--- src/rtl/vme_reg_bank_param.sv ---
// VME-side register bank: N_CTRL read/write control registers and N_STAT
// sticky write-1-to-clear status registers, with optional registered write stage.
module vme_reg_bank_param #(
  parameter int                        N_CTRL   = 4,
  parameter int                        N_STAT   = 2,
  parameter int                        REG_W    = 32,
  parameter int                        ADDR_W   = 3,
  parameter bit                        PIPE_WR  = 1'b1,
  parameter logic [N_CTRL*REG_W-1:0]   CTRL_RST = '0
) (
  input  logic                                     Clk,
  input  logic                                     rst_n,
  input  logic [ADDR_W+1:2]                        VMEAddr,
  input  logic [31:0]                              VMEWrData,
  input  logic                                     VMERdMem,
  input  logic                                     VMEWrMem,
  output logic [31:0]                              VMERdData,
  output logic                                     VMERdDone,
  output logic                                     VMEWrDone,
  output logic                                     VMERdErr,
  output logic                                     VMEWrErr,
  output logic [N_CTRL*REG_W-1:0]                  ctrl_o,
  output logic [N_CTRL-1:0]                        ctrl_wr_o,
  input  logic [((N_STAT > 0) ? N_STAT : 1)*REG_W-1:0] stat_set_i
);

  localparam int              NS    = (N_STAT > 0) ? N_STAT : 1;
  localparam logic [ADDR_W:0] N_MAP = (ADDR_W+1)'(N_CTRL + N_STAT);

  function automatic logic [31:0] zext(input logic [REG_W-1:0] v);
    logic [31:0] r;
    r          = '0;
    r[REG_W-1:0] = v;
    return r;
  endfunction

  function automatic logic is_mapped(input logic [ADDR_W-1:0] a);
    return ({1'b0, a} < N_MAP);
  endfunction

  logic                unused_bits;
  assign unused_bits = ^{VMEWrData, stat_set_i};

  logic                wr_vld_c;
  logic [ADDR_W-1:0]   wr_addr_c;
  logic [REG_W-1:0]    wr_data_c;

  // Stage p0: optional write input register
  generate
    if (PIPE_WR) begin : g_pipe
      logic              wr_vld_p0;
      logic [ADDR_W-1:0] wr_addr_p0;
      logic [REG_W-1:0]  wr_data_p0;

      always_ff @(posedge Clk or negedge rst_n) begin
        if (!rst_n) wr_vld_p0 <= 1'b0;
        else        wr_vld_p0 <= VMEWrMem;
      end

      always_ff @(posedge Clk) begin
        wr_addr_p0 <= VMEAddr;
        wr_data_p0 <= VMEWrData[REG_W-1:0];
      end

      assign wr_vld_c  = wr_vld_p0;
      assign wr_addr_c = wr_addr_p0;
      assign wr_data_c = wr_data_p0;
    end else begin : g_comb
      assign wr_vld_c  = VMEWrMem;
      assign wr_addr_c = VMEAddr;
      assign wr_data_c = VMEWrData[REG_W-1:0];
    end
  endgenerate

  logic [REG_W-1:0] ctrl_q   [N_CTRL];
  logic [REG_W-1:0] stat_q   [NS];
  logic [REG_W-1:0] stat_clr [NS];
  logic [31:0]      rd_mux;

  always_comb begin
    for (int j = 0; j < NS; j++) stat_clr[j] = '0;
    for (int j = 0; j < N_STAT; j++)
      if (wr_vld_c && wr_addr_c == ADDR_W'(N_CTRL + j)) stat_clr[j] = wr_data_c;
  end

  always_comb begin
    rd_mux = '0;
    for (int i = 0; i < N_CTRL; i++)
      if (VMEAddr == ADDR_W'(i)) rd_mux = zext(ctrl_q[i]);
    for (int j = 0; j < N_STAT; j++)
      if (VMEAddr == ADDR_W'(N_CTRL + j)) rd_mux = zext(stat_q[j]);
  end

  // Stage p1: register update and acknowledges
  always_ff @(posedge Clk or negedge rst_n) begin
    if (!rst_n) begin
      for (int i = 0; i < N_CTRL; i++) ctrl_q[i] <= CTRL_RST[i*REG_W +: REG_W];
    end else begin
      for (int i = 0; i < N_CTRL; i++)
        if (wr_vld_c && wr_addr_c == ADDR_W'(i)) ctrl_q[i] <= wr_data_c;
    end
  end

  // Hardware set is OR-ed after the clear so a coincident set wins
  always_ff @(posedge Clk or negedge rst_n) begin
    if (!rst_n) begin
      for (int j = 0; j < NS; j++) stat_q[j] <= '0;
    end else begin
      for (int j = 0; j < N_STAT; j++)
        stat_q[j] <= (stat_q[j] & ~stat_clr[j]) | stat_set_i[j*REG_W +: REG_W];
    end
  end

  logic              wr_vld_p1, wr_err_p1, rd_vld_p1, rd_err_p1;
  logic [N_CTRL-1:0] ctrl_wr_p1;
  logic [31:0]       rd_data_p1;

  always_ff @(posedge Clk or negedge rst_n) begin
    if (!rst_n) begin
      wr_vld_p1  <= 1'b0;
      wr_err_p1  <= 1'b0;
      ctrl_wr_p1 <= '0;
      rd_vld_p1  <= 1'b0;
      rd_err_p1  <= 1'b0;
      rd_data_p1 <= '0;
    end else begin
      wr_vld_p1 <= wr_vld_c;
      wr_err_p1 <= wr_vld_c && !is_mapped(wr_addr_c);
      for (int i = 0; i < N_CTRL; i++)
        ctrl_wr_p1[i] <= wr_vld_c && (wr_addr_c == ADDR_W'(i));
      rd_vld_p1  <= VMERdMem;
      rd_err_p1  <= VMERdMem && !is_mapped(VMEAddr);
      rd_data_p1 <= VMERdMem ? rd_mux : '0;
    end
  end

  generate
    for (genvar gi = 0; gi < N_CTRL; gi++) begin : g_ctrl_o
      assign ctrl_o[gi*REG_W +: REG_W] = ctrl_q[gi];
    end
  endgenerate

  assign VMEWrDone = wr_vld_p1;
  assign VMEWrErr  = wr_err_p1;
  assign ctrl_wr_o = ctrl_wr_p1;
  assign VMERdDone = rd_vld_p1;
  assign VMERdErr  = rd_err_p1;
  assign VMERdData = rd_data_p1;

endmodule

--- config.mk ---
export PLATFORM = sky130hd
export DESIGN_NAME = vme_reg_bank_param
export DESIGN_NICKNAME = d
export VERILOG_FILES = /design/src/rtl/vme_reg_bank_param.sv
export SDC_FILE = /design/constraint.sdc
export NUM_CORES = 1
export LEC_CHECK = 0
export BUFFER_PORTS_ARGS = -buffer_cell sky130_fd_sc_hd__clkbuf_2
export CORE_MARGIN = 5
export CORE_UTILIZATION = 45
export CTS_CLUSTER_DIAMETER = 100
export CTS_CLUSTER_SIZE = 24
export DETAILED_ROUTE_END_ITERATION = 16
export PLACE_DENSITY_LB_ADDON = 0.3
export SLEW_MARGIN = 10
export SYNTH_ARGS = -nofsm -noshare
export SYNTH_HDL_FRONTEND = slang
export SYNTH_SLANG_ARGS = --single-unit
--- constraint.sdc ---
create_clock -name Clk -period 2 [get_ports Clk]
set_input_delay 0.3 -clock Clk [delete_from_list [all_inputs] [get_ports Clk]]
set_output_delay 0.3 -clock Clk [all_outputs]
set_load 0.02 [all_outputs]
* After elaboration in Yosys (flattened, before gate mapping)
Index checks and enable logic that the tools add are counted.
** Word-level totals
- Input bits :: 103
- Output and inout port bits :: 168
- Register bits after elaboration :: 268
- Logic and storage cells :: 54
** Cells by class
- Reductions and logical operators :: 12
- Muxes and demuxes :: 9
- Equal/unequal tests :: 10
- Magnitude comparators :: 2
- Bitwise logic cells :: 6
** Operators with widths (count)
- 2-to-1 mux 32 bit :: 9
- bitwise AND 32 bit :: 2
- NOT 32 bit :: 2
- OR 32 bit :: 2
- == test 3 x 2 -> 1 bit (second input constant) :: 4
- == test 3 bit (second input constant) :: 4
- logical AND 1 bit :: 8
- == test 3 x 1 -> 1 bit (second input constant) :: 2
- zero test 3 bit :: 2
- < comparator 3 bit (second input constant) :: 2
- zero test 1 bit :: 2

* Logic depth before layout (Yosys ltp)
- Word-level depth :: 8
- Gate-level depth with buffers :: 5
- Mapped depth without buffers :: 3

* Least setup slack after synthesis
Ideal clock, no wire load.
- Path type :: register -> register
- Start point :: register g_pipe.wr_vld_p0
- End point :: register ctrl_q (netlist bit ctrl_o[10])
- Path buffers :: 1
- Period minus slack after synthesis :: 1.441 ns
- Stages on the path, launching flop included :: 4
- Required time :: 1.875 ns
- Library setup time :: 0.125 ns
- Slack :: 0.559 ns
- Arrival time :: 1.316 ns
- Path through :: dfrtp_1 -> nor4b_4 -> buf_6 -> mux2_2
** Between the ends
- Cells in the longest elaborated chain, start to end :: 1
** Ends and longest elaborated chain
- from (decl) :: RTL line 51 : logic wr_vld_p0;
- from (signal assigned) :: RTL line 57 : else wr_vld_p0 <= VMEWrMem;
- logical AND 1 bit :: RTL line 100 : if (wr_vld_c && wr_addr_c == ADDR_W'(i)) ctrl_q[i] <= wr_data_c;
- to (signal, indexed assignment) :: RTL line 100
- to (decl) :: RTL line 75 : logic [REG_W-1:0] ctrl_q [N_CTRL];
No other way between the ends.
A chain may end at the register's enable or synchronous reset.

* Worst setup path in the final report
- Start point :: register g_pipe.wr_addr_p0[1]
- End point :: register ctrl_q (netlist bit ctrl_o[119])
** Between the ends
- Cells in the longest elaborated chain, start to end :: 2
** Ends and longest elaborated chain
- from (decl) :: RTL line 52 : logic [ADDR_W-1:0] wr_addr_p0;
- from (signal assigned) :: RTL line 61 : wr_addr_p0 <= VMEAddr;
- == test 3 x 2 -> 1 bit :: RTL line 100
- logical AND 1 bit :: RTL line 100
No other way between the ends.

==> results.py <==
metrics = {
    "run_status": {
        "status": "complete, no violations",
    },
    "clock_tree": {
        "clock_latency_ns": 0.50,
        "cts_buffers": 15,
        "cts.repair.resized": 0,
        "clock_sinks": 268,
        "cts_tree": "yes",
        "h-tree-depth": 1,
        "cts_buffer_depth": 3,
        "path_clk_slew_ns": 0.09,
        "cts_root_buf": "clkbuf_16",
    },
    "setup_path": {
        "reg2regPathDepth": 2,
        "crit_cells": 2,
        "rrSetupSlack_ns": 0.19,
        "worst_path_max_delay_cell": "nand4b_4",
        "worst_ep_required_time_ns": 2.37,
        "crit_path_cell_trace": "nand4b_4 -> mux2_2",
        "worstPathArrival_ns": 2.18,
        "crit_buf_inv": 0,
        "cp_slowest_stage_delay_ns": 0.65,
        "crit_fanout": 33,
        "crit_type": "flop to flop",
        "cp-start-kind": "flop",
        "cp_top_family": "simple AND/OR/NAND/NOR gates",
        "reg2reg_to": "ctrl_o[119]$_DFFE_PN0P_",
        "critPathCaptureType": "flop",
        "reg2reg_from": "g_pipe.wr_addr_p0[1]$_DFF_P_",
    },
    "min_path": {
        "hold_path_class": "primary input to flop",
        "hold_depth": 2,
        "hold_path_end": "stat_q[4]$_DFF_PN0_",
        "hold_start": "stat_set_i[36]",
    },
    "detailed_routing": {
        "postRouteAntennaNets": 0,
        "wl_per_cell_um": 20.2,
        "vias": 7236,
        "wirelength_um": 28600,
        "drt_iter0_markers": 412,
        "drt-pass1-iter-count": 5,
        "drc_errors": 0,
        "avgViaCountPerCell": 5.11,
    },
    "timing": {
        "fin_crit_sh_pct": 90.5,
        "fmax_mhz": 552,
        "worst_pin_slew_ns": 0.742,
        "setup_viol": 0,
        "fin_setup_tns_ns": 0,
        "finClkSkew_ns": 0.0257,
        "min_period_ns": 1.81,
        "rsz0062_at_grt": "no",
        "slew_viol_final": 0,
        "hold_viol_final": 0,
        "slew_headroom_pct": 50.5,
    },
    "floorplanning": {
        "fp.coreArea_um2": 23500,
        "die_h_um": 164,
        "die-area_um2": 27000,
        "start_util_pct": 45.7,
        "ios": 271,
        "num_rows": 56,
        "die_w_um": 164,
    },
    "synth": {
        "netlist_area_um2": 10700,
        "yosys_warnings": 0,
        "yosysTopAreaCell": "dfrtp_1",
        "ys_seq_elements": 268,
        "synthFlopType": "dfrtp_1",
        "ys_async_sr_fraction_pct": 86.9,
        "syn_area_per_cell_um2": 14.9,
        "ys_top_cells_by_area": "dfrtp_1 (54%), mux2_4 (8.1%), mux2_2 (7.9%), dfxtp_1 (6.5%), mux4_2 (5.5%)",
        "synth_cell_types": 31,
        "synth_most_common_cell": "dfrtp_1",
        "syn_nets": 823,
        "synth_top_area_share_pct": 54.4,
        "synth-edff-count": 0,
        "ys_seq_area_share_pct": 60.9,
        "ys_top_cells_by_count": "dfrtp_1 (233), nand2_1 (96), mux2_2 (75)",
        "syn_inst": 720,
    },
    "power_and_ir_drop": {
        "peakVddDrop_v": 0.000815,
        "pwr-share-clk_pct": 25.1,
        "pwr-share-seq_pct": 50.6,
        "combPwrFrac_pct": 24.3,
        "finalPower_mw": 13.3,
        "powerDensity_nw_per_um2": 954,
        "power_switching_mw": 4.09,
        "swShare_pct": 30.7,
        "leakage_nw": 6.32,
        "p_int_mw": 9.23,
    },
    "global_route": {
        "grt_max_degree": 59,
        "antenna_found_initial": 0,
        "grt_pass1_wl_um": 45000,
        "grt_use_total_pct": 21.2,
        "grt_pass1_vias": 7858,
        "grt-ovfl-total": 0,
    },
    "placement": {
        "gp_congestion": 0.775,
        "port_buffers": 270,
        "dp.cells": 1294,
        "dp_hpwl_um": 18900,
    },
    "cells_and_area": {
        "fill_cells": 1832,
        "multi_input_comb_area_um2": 3910,
        "layoutNonFillerInstCount": 1416,
        "area_growth_pct": 30.2,
        "regArea_um2": 6530,
        "final_nets": 1193,
        "drive_gt1_share_pct": 44.4,
    },
    "flow_run": {
        "drv_cap": 0,
    },
}
## state kept, by name, indices dropped and copies added, names as in the netlist
signal and flops:
VMERdErr 1, VMERdDone 1, g_pipe.wr_data_p0 32, VMERdData 32, ctrl_wr_o 4, ctrl_o 128
VMEWrErr 1, g_pipe.wr_vld_p0 1, g_pipe.wr_addr_p0 3, stat_q 64, VMEWrDone 1
## how the worst max path moves through the flow
stage	start	to
after CTS	g_pipe.wr_addr_p0[1]$_DFF_P_	ctrl_o[116]$_DFFE_PN0P_
after floorplan	g_pipe.wr_vld_p0$_DFF_PN0_	ctrl_o[10]$_DFFE_PN0P_
after global routing	g_pipe.wr_addr_p0[1]$_DFF_P_	ctrl_o[116]$_DFFE_PN0P_
after detailed placement	g_pipe.wr_addr_p0[0]$_DFF_P_	ctrl_o[116]$_DFFE_PN0P_
final	g_pipe.wr_addr_p0[1]$_DFF_P_	ctrl_o[119]$_DFFE_PN0P_
after global placement	g_pipe.wr_addr_p0[1]$_DFF_P_	ctrl_o[104]$_DFFE_PN0P_
## cells in the final DEF, fill, tap and decap left out
master,count
dfxtp_1,35
mux2i_1,26
nor2b_4,1
nor2b_1,2
a21o_1,64
mux2_2,75
a21bo_2,6
and4bb_2,1
mux4_2,26
buf_4,16
and4b_2,1
dlygate4sd3_1,98
buf_12,11
nand2b_1,1
inv_12,1
and4bb_4,2
diode_2,1
and3_2,1
bufinv_16,1
o21ai_0,26
nor4b_4,1
mux2_4,58
o211ai_1,12
clkbuf_16,15
mux2_1,1
buf_8,1
a22oi_1,6
and3_1,1
inv_6,1
clkbuf_2,268
and4b_1,1
dfrtp_1,233
nand3b_1,1
clkbuf_1,5
nand2_1,96
nand4b_4,1
inv_1,1
## kinds of logic after synthesis
logic type / after synthesis / share of synthesized area (%)
compound gates: 114 / 7.51
buf+inv: 42 / 2.92
flops: 268 / 60.9
mux: 186 / 24.0
simple gates: 110 / 4.70
## cell type report
class	instances	area share, %
sequential	268	46.8
multi-input combinational	410	28.0
timing repair buffer	394	19.2
tap	319	2.86
clock buffer	20	2.82
clock inverter	3	0.394
inverter	1	0.0269
antenna	1	0.0179
## power groups by stage
stage | clock [mW] | sequential, mW | combinational (mW)
after floorplan | 0 | 7.48 | 1.16
after global placement | 0 | 6.82 | 3.07
after detailed placement | 0 | 6.83 | 3.12
after CTS | 3.46 | 6.73 | 3.28
after global routing | 3.62 | 6.84 | 3.47
final | 3.34 | 6.74 | 3.24
## metal layers
layer,up-vias,global-route usage (%),share of wire (%)
met5,-,0,0
met2,236,34.8,48
met3,42,4.32,6.4
met4,0,4.76,2.2
met1,3673,29.5,43
li1,3285,-,-
## what timing repair did
action / in CTS / in global routing
setup buffers: 0 / 0
hold buffers: 98 / 0
endpoints found under the hold margin: 147 / 0
## metrics by stage
stage | cell area (um^2) | util [%] | setup WS, ns | hold slack (ns)
floorplan | 10700 | - | 0.559 | 0.00441
global placement | 12500 | 53.4 | 0.237 | 0.263
detailed placement | 12500 | 53.4 | 0.178 | 0.269
CTS | 14000 | 59.5 | 0.138 | 0.0145
global route | 14000 | 59.5 | 0.0720 | 0.0265
finish | 14000 | 59.5 | 0.190 | 0.0259
Power figures use the tool's default switching activity.
